[config.mk]
export PLATFORM = sky130hd
export DESIGN_NAME = spi_slave_burst
export DESIGN_NICKNAME = d
export VERILOG_FILES = /design/src/rtl/spi_slave_burst.sv
export SDC_FILE = /design/constraint.sdc
export NUM_CORES = 1
export LEC_CHECK = 0
export CORE_ASPECT_RATIO = 0.8
export CORE_UTILIZATION = 57
export CTS_BUF_LIST = sky130_fd_sc_hd__clkbuf_4 sky130_fd_sc_hd__clkbuf_8 sky130_fd_sc_hd__clkbuf_16
export DETAILED_ROUTE_END_ITERATION = 16
export HOLD_SLACK_MARGIN = 0.15
export PLACE_DENSITY = 0.9
export SKIP_LAST_GASP = 1
export SYNTH_ARGS = -nofsm -noshare
export SYNTH_HDL_FRONTEND = slang
export SYNTH_SLANG_ARGS = --single-unit
[constraint.sdc]
create_clock -name clk -period 2.22 [get_ports clk]
set_input_delay 0.444 -clock clk [delete_from_list [all_inputs] [get_ports clk]]
set_output_delay 0.444 -clock clk [all_outputs]
set_load 0.01 [all_outputs]
[src/rtl/spi_slave_burst.sv]
// SPI slave front end: 2-bit command, address, then a single word or an
// auto-incrementing burst, driving a synchronous single-port RAM directly.
module spi_slave_burst #(
  parameter int MEM_DEPTH = 256,
  parameter int DATA_W    = 8,
  localparam int ADDR_W   = $clog2(MEM_DEPTH)
) (
  input  logic              clk,
  input  logic              rst,
  input  logic              SS_n,
  input  logic              MOSI,
  output logic              MISO,
  output logic [ADDR_W-1:0] mem_addr,
  output logic [DATA_W-1:0] mem_wdata,
  output logic              mem_wr_en,
  output logic              mem_rd_en,
  input  logic [DATA_W-1:0] mem_rdata,
  output logic              busy,
  output logic              frame_err
);

  localparam int MAX_BITS = (ADDR_W > DATA_W) ? ADDR_W : DATA_W;
  localparam int CNT_W    = $clog2(MAX_BITS + 1);
  localparam logic [CNT_W-1:0]  ADDR_LAST = CNT_W'(ADDR_W - 1);
  localparam logic [CNT_W-1:0]  DATA_LAST = CNT_W'(DATA_W - 1);
  // Next-word fetch is launched so rd_en lands in the second-to-last bit cycle.
  localparam logic [CNT_W-1:0]  PREFETCH  = CNT_W'(DATA_W - 3);
  localparam logic [ADDR_W:0]   DEPTH_LIM = (ADDR_W + 1)'(MEM_DEPTH);
  localparam logic [ADDR_W-1:0] ADDR_MAX  = ADDR_W'(MEM_DEPTH - 1);

  typedef enum logic [2:0] {IDLE, CMD, ADDR, WR_DATA, RD_WAIT, RD_DATA, DONE} state_t;

  state_t              state_reg, state_next;
  logic [CNT_W-1:0]    cnt_reg, cnt_next;
  logic                burst_reg, burst_next;
  logic                is_read_reg, is_read_next;
  logic [ADDR_W-1:0]   addr_shift_reg, addr_shift_next;
  logic [DATA_W-1:0]   rx_shift_reg, rx_shift_next;
  logic [DATA_W-1:0]   tx_shift_reg, tx_shift_next;
  logic [ADDR_W-1:0]   addr_reg, addr_next;
  logic [ADDR_W-1:0]   mem_addr_reg, mem_addr_next;
  logic [DATA_W-1:0]   mem_wdata_reg, mem_wdata_next;
  logic                wr_en_reg, wr_en_next;
  logic                rd_en_reg, rd_en_next;
  logic                miso_reg, miso_next;
  logic                busy_reg, busy_next;
  logic                err_reg, err_next;

  logic [ADDR_W-1:0]   addr_full;
  logic [DATA_W-1:0]   wr_word;

  assign addr_full = ADDR_W'({addr_shift_reg, MOSI});
  assign wr_word   = DATA_W'({rx_shift_reg, MOSI});

  function automatic logic [ADDR_W-1:0] addr_inc(input logic [ADDR_W-1:0] a);
    return (a == ADDR_MAX) ? '0 : a + ADDR_W'(1);
  endfunction

  always_ff @(posedge clk or posedge rst) begin
    if (rst) begin
      state_reg      <= IDLE;
      cnt_reg        <= '0;
      burst_reg      <= 1'b0;
      is_read_reg    <= 1'b0;
      addr_shift_reg <= '0;
      rx_shift_reg   <= '0;
      tx_shift_reg   <= '0;
      addr_reg       <= '0;
      mem_addr_reg   <= '0;
      mem_wdata_reg  <= '0;
      wr_en_reg      <= 1'b0;
      rd_en_reg      <= 1'b0;
      miso_reg       <= 1'b0;
      busy_reg       <= 1'b0;
      err_reg        <= 1'b0;
    end else begin
      state_reg      <= state_next;
      cnt_reg        <= cnt_next;
      burst_reg      <= burst_next;
      is_read_reg    <= is_read_next;
      addr_shift_reg <= addr_shift_next;
      rx_shift_reg   <= rx_shift_next;
      tx_shift_reg   <= tx_shift_next;
      addr_reg       <= addr_next;
      mem_addr_reg   <= mem_addr_next;
      mem_wdata_reg  <= mem_wdata_next;
      wr_en_reg      <= wr_en_next;
      rd_en_reg      <= rd_en_next;
      miso_reg       <= miso_next;
      busy_reg       <= busy_next;
      err_reg        <= err_next;
    end
  end

  always_comb begin
    state_next      = state_reg;
    cnt_next        = cnt_reg;
    burst_next      = burst_reg;
    is_read_next    = is_read_reg;
    addr_shift_next = addr_shift_reg;
    rx_shift_next   = rx_shift_reg;
    tx_shift_next   = tx_shift_reg;
    addr_next       = addr_reg;
    mem_addr_next   = mem_addr_reg;
    mem_wdata_next  = mem_wdata_reg;
    wr_en_next      = 1'b0;
    rd_en_next      = 1'b0;
    err_next        = 1'b0;

    case (state_reg)
      IDLE: begin
        if (!SS_n) begin
          burst_next = MOSI;
          cnt_next   = '0;
          state_next = CMD;
        end
      end
      CMD: begin
        if (SS_n) begin
          err_next   = 1'b1;
          state_next = IDLE;
        end else begin
          is_read_next = MOSI;
          cnt_next     = '0;
          state_next   = ADDR;
        end
      end
      ADDR: begin
        if (SS_n) begin
          err_next   = 1'b1;
          cnt_next   = '0;
          state_next = IDLE;
        end else begin
          addr_shift_next = addr_full;
          if (cnt_reg == ADDR_LAST) begin
            cnt_next = '0;
            if ({1'b0, addr_full} >= DEPTH_LIM) begin
              err_next   = 1'b1;
              state_next = DONE;
            end else if (is_read_reg) begin
              mem_addr_next = addr_full;
              rd_en_next    = 1'b1;
              addr_next     = addr_inc(addr_full);
              state_next    = RD_WAIT;
            end else begin
              addr_next  = addr_full;
              state_next = WR_DATA;
            end
          end else begin
            cnt_next = cnt_reg + CNT_W'(1);
          end
        end
      end
      WR_DATA: begin
        rx_shift_next = wr_word;
        // A word completed on the same edge SS_n rises is still written.
        if (cnt_reg == DATA_LAST) begin
          wr_en_next     = 1'b1;
          mem_addr_next  = addr_reg;
          mem_wdata_next = wr_word;
          addr_next      = addr_inc(addr_reg);
          cnt_next       = '0;
          state_next     = SS_n ? IDLE : (burst_reg ? WR_DATA : DONE);
        end else if (SS_n) begin
          err_next   = (cnt_reg != '0);
          cnt_next   = '0;
          state_next = IDLE;
        end else begin
          cnt_next = cnt_reg + CNT_W'(1);
        end
      end
      RD_WAIT: begin
        if (SS_n) begin
          cnt_next   = '0;
          state_next = IDLE;
        end else if (cnt_reg == CNT_W'(1)) begin
          tx_shift_next = mem_rdata;
          cnt_next      = '0;
          state_next    = RD_DATA;
        end else begin
          cnt_next = cnt_reg + CNT_W'(1);
        end
      end
      RD_DATA: begin
        if (SS_n) begin
          err_next   = (cnt_reg != '0);
          cnt_next   = '0;
          state_next = IDLE;
        end else if (cnt_reg == DATA_LAST) begin
          cnt_next = '0;
          if (burst_reg) tx_shift_next = mem_rdata;
          else           state_next    = DONE;
        end else begin
          tx_shift_next = tx_shift_reg << 1;
          cnt_next      = cnt_reg + CNT_W'(1);
          if (burst_reg && cnt_reg == PREFETCH) begin
            rd_en_next    = 1'b1;
            mem_addr_next = addr_reg;
            addr_next     = addr_inc(addr_reg);
          end
        end
      end
      DONE: begin
        if (SS_n) begin
          cnt_next   = '0;
          state_next = IDLE;
        end
      end
      default: state_next = IDLE;
    endcase

    miso_next = (state_next == RD_DATA) ? tx_shift_next[DATA_W-1] : 1'b0;
    busy_next = (state_next != IDLE);
  end

  assign MISO      = miso_reg;
  assign mem_addr  = mem_addr_reg;
  assign mem_wdata = mem_wdata_reg;
  assign mem_wr_en = wr_en_reg;
  assign mem_rd_en = rd_en_reg;
  assign busy      = busy_reg;
  assign frame_err = err_reg;

endmodule

==> flow_summary.ini <==
[run_status]
status = completed

[finish]
layout.core_utilization_pct = 71.2
n_antenna_cell = 0
nets = 385
fillerInstances = 390
areaGrowthSynthToFinish_pct = 18.7
most-common-layout-cells = 60 x sky130_fd_sc_hd__dfrtp_1, 36 x sky130_fd_sc_hd__nand2_1, 32 x sky130_fd_sc_hd__clkdlybuf4s50_1, 23 x sky130_fd_sc_hd__mux2_2, 20 x sky130_fd_sc_hd__o21ai_0
layout.cells.non_filler = 447
final_common_cell = sky130_fd_sc_hd__dfrtp_1
final_layout_size_suffix_gt1_share_pct = 18.4

[die]
dieHeight_um = 70.2
coreArea_um2 = 5530
initial_util_pct = 59.9
boundaryPins = 33
die-area_um2 = 6120
rows = 24
die_x_um = 87.2

[synthesis]
synth_ff_type = sky130_fd_sc_hd__dfrtp_1
synth.net_count = 345
synthSimpleGateAreaFrac_pct = 20.4
synth_compound_gate_area_share_pct = 17.5
syn-mean-instance-area_um2 = 10.2
syn_area_um2 = 3310
synth_seq_cells = 60
ys_async_sr_fraction_pct = 100
post_synth_edffs = 0
yosys_warnings = 0
synth_cell_types = 64
synthXorXnorAreaFrac_pct = 1.32
cell_count_after_synthesis = 326
combinational_family_with_the_most_area_after_synthesis = simple AND/OR/NAND/NOR gates
synth_mux_area_share_pct = 8.46
synth_sequential_area_ratio_pct = 45.3
synth_fa_ha_area_share_pct = 2.64

[placed_design]
gpl.final_weighted_congestion = 0.906
dp.cells = 433
dp_hpwl_um = 4990
dp_worst_setup_slack_ns = 0.0558
portBuffers = 32

[clock_tree]
htreeDepth = 3
clock-sinks = 60
cts_post_setup_buffers_inserted = 0
clock_latency_ns = 0.35
post_cts.resized_instances = 0
cts_tree = built
clock_path_buffers = 2
cts_buffers = 9
clockRootBuffer = sky130_fd_sc_hd__clkbuf_8
clkTransAtPathRegs_ns = 0.07
holdBufCountCts = 0

[detailed_routing]
routed_wire_length_per_instance_um = 16.3
routed_wl_um = 7290
via_per_inst = 6.04
postRouteAntennaNets = 0
drcViolationCount = 0
number_of_optimization_iterations_in_the_first_detailed_route_pass = 5
num_vias = 2699
first_iter_violations = 297

[setup_path]
arrival_ns = 2.31
worst_r2r_startpoint = cnt_reg[0]
worst_r2r_endpoint = MISO
critPathMaxFanout = 8
worstSetupStartpointType = flip-flop
rrSetupSlack_ns = 0.14
worst_setup_path_end_kind = flip-flop
crit_type = flip-flop to flip-flop
reg2regPathDepth = 6
worst_endpoint_required_time_ns = 2.46

[power_and_ir_drop]
power_density_nw_per_um2 = 754
static_power_due_to_leakage_nw = 1.72
worst_vdd_rail_ir_drop_mv = 0.562
post-layout-total-power_mw = 2.96

[sta]
post-route-worst-setup-slack_ns = 0.144
unrepaired_setup_endpoints_after_global_routing = false
achievable-frequency_mhz = 482
final.setup_skew_ns = 0.00719
timing.setup.tns_ns = 0
timing.final.crit_share_pct = 93.5
worst_slew_margin_rel_pct = 64.1
maxSlewViolCount = 0
setup_viol_count_final = 0
timing.final.hold_violations = 0
tightest_slew_ns = 0.532
period_minus_slack_ns = 2.08

[grt]
grt_max_degree = 61
grt_antenna_before_repair = 0
grt_overflow = 0
groute.usage.overall_pct = 26.9
number_of_global_route_vias_before_repair = 2635
grt_first_pass_wirelength_um = 12400

[worst_hold_path]
hold_class = primary input to async pin

[job]
maxCapViolations = 0
-- worst max path at each step --
stage | from | to | slack, ns | depth (start not counted)
final | cnt_reg[0] | MISO | 0.14 | 6
after global routing | cnt_reg[0] | MISO | 0.006 | 6
after floorplan | rst | MISO | 0.29 | 1
after detailed placement | SS_n | addr_reg[4] | 0.06 | 6
after CTS | cnt_reg[0] | MISO | 0.16 | 6
after global placement | SS_n | addr_reg[4] | 0.12 | 6
-- worst max-delay path: stages (launching register included) --
cell and delay (ns):
sky130_fd_sc_hd__dfrtp_1 0.43, sky130_fd_sc_hd__ha_1 0.31, sky130_fd_sc_hd__and3b_1 0.44, sky130_fd_sc_hd__mux2_1 0.37
sky130_fd_sc_hd__o22ai_1 0.16, sky130_fd_sc_hd__o21ai_1 0.10, sky130_fd_sc_hd__and2_1 0.16
-- final cells by class --
| cell class | instances | area [um^2] | area share, % |
|---|---|---|---|
| clock buffer | 12 | 165 | 4.20 |
| clock inverter | 2 | 10.0 | 0.255 |
| inverter | 9 | 33.8 | 0.859 |
| multi-input combinational | 239 | 1670 | 42.4 |
| sequential | 60 | 1500 | 38.2 |
| tap | 78 | 97.6 | 2.48 |
| timing repair buffer | 47 | 458 | 11.6 |
-- synthesized netlist by cell type (5+ instances only) --
| library cell | count | share of area [%] |
|---|---|---|
| sky130_fd_sc_hd__inv_1 | 9 | 1.0 |
| sky130_fd_sc_hd__mux2_2 | 23 | 7.8 |
| sky130_fd_sc_hd__and3_1 | 5 | 0.94 |
| sky130_fd_sc_hd__o21ai_0 | 20 | 3.0 |
| sky130_fd_sc_hd__nand2_1 | 36 | 4.1 |
| sky130_fd_sc_hd__a22o_1 | 8 | 2.1 |
| sky130_fd_sc_hd__nand4_1 | 5 | 0.94 |
| sky130_fd_sc_hd__a21oi_1 | 8 | 1.2 |
| sky130_fd_sc_hd__nor2b_1 | 8 | 1.5 |
| sky130_fd_sc_hd__a31oi_1 | 9 | 1.7 |
| sky130_fd_sc_hd__nor2_1 | 18 | 2.0 |
| sky130_fd_sc_hd__clkbuf_1 | 8 | 0.91 |
| sky130_fd_sc_hd__ha_1 | 7 | 2.6 |
| sky130_fd_sc_hd__dfrtp_1 | 60 | 45 |
| sky130_fd_sc_hd__nand3_1 | 11 | 1.7 |
-- kinds of logic after synthesis --
| group | after synthesis |
|---|---|
| and+or+nand+nor | 118 |
| AOI/OAI and AO/OA | 84 |
| DFF | 60 |
| buffers and inverters | 27 |
| muxes | 25 |
| adders and majority gates | 7 |
| xor gates and xnor gates | 5 |
-- through the flow --
stage	hold slack, ns	area, um^2
after global placement	0.491	3760
after floorplan	0.474	3310
after global routing	0.521	3930
after CTS	0.476	3930
final	0.466	3930
after detailed placement	0.496	3760
-- metal layers --
| metal | vias up | share of wire [%] | track usage, % |
|---|---|---|---|
| li1 | 1270 | - | - |
| met4 | 0 | 2.2 | 12.2 |
| met5 | - | 0 | 0 |
| met1 | 1283 | 45 | 37.0 |
| met2 | 127 | 45 | 38.8 |
| met3 | 19 | 8.0 | 8.63 |
-- power breakdown --
group,internal [mW],switching (mW),leakage [nW]
Clock,0.480,0.419,0.0941
Combinational,0.305,0.286,0.821
Sequential,1.24,0.236,0.802
Note: power is estimated with default switching activity, not from simulation.
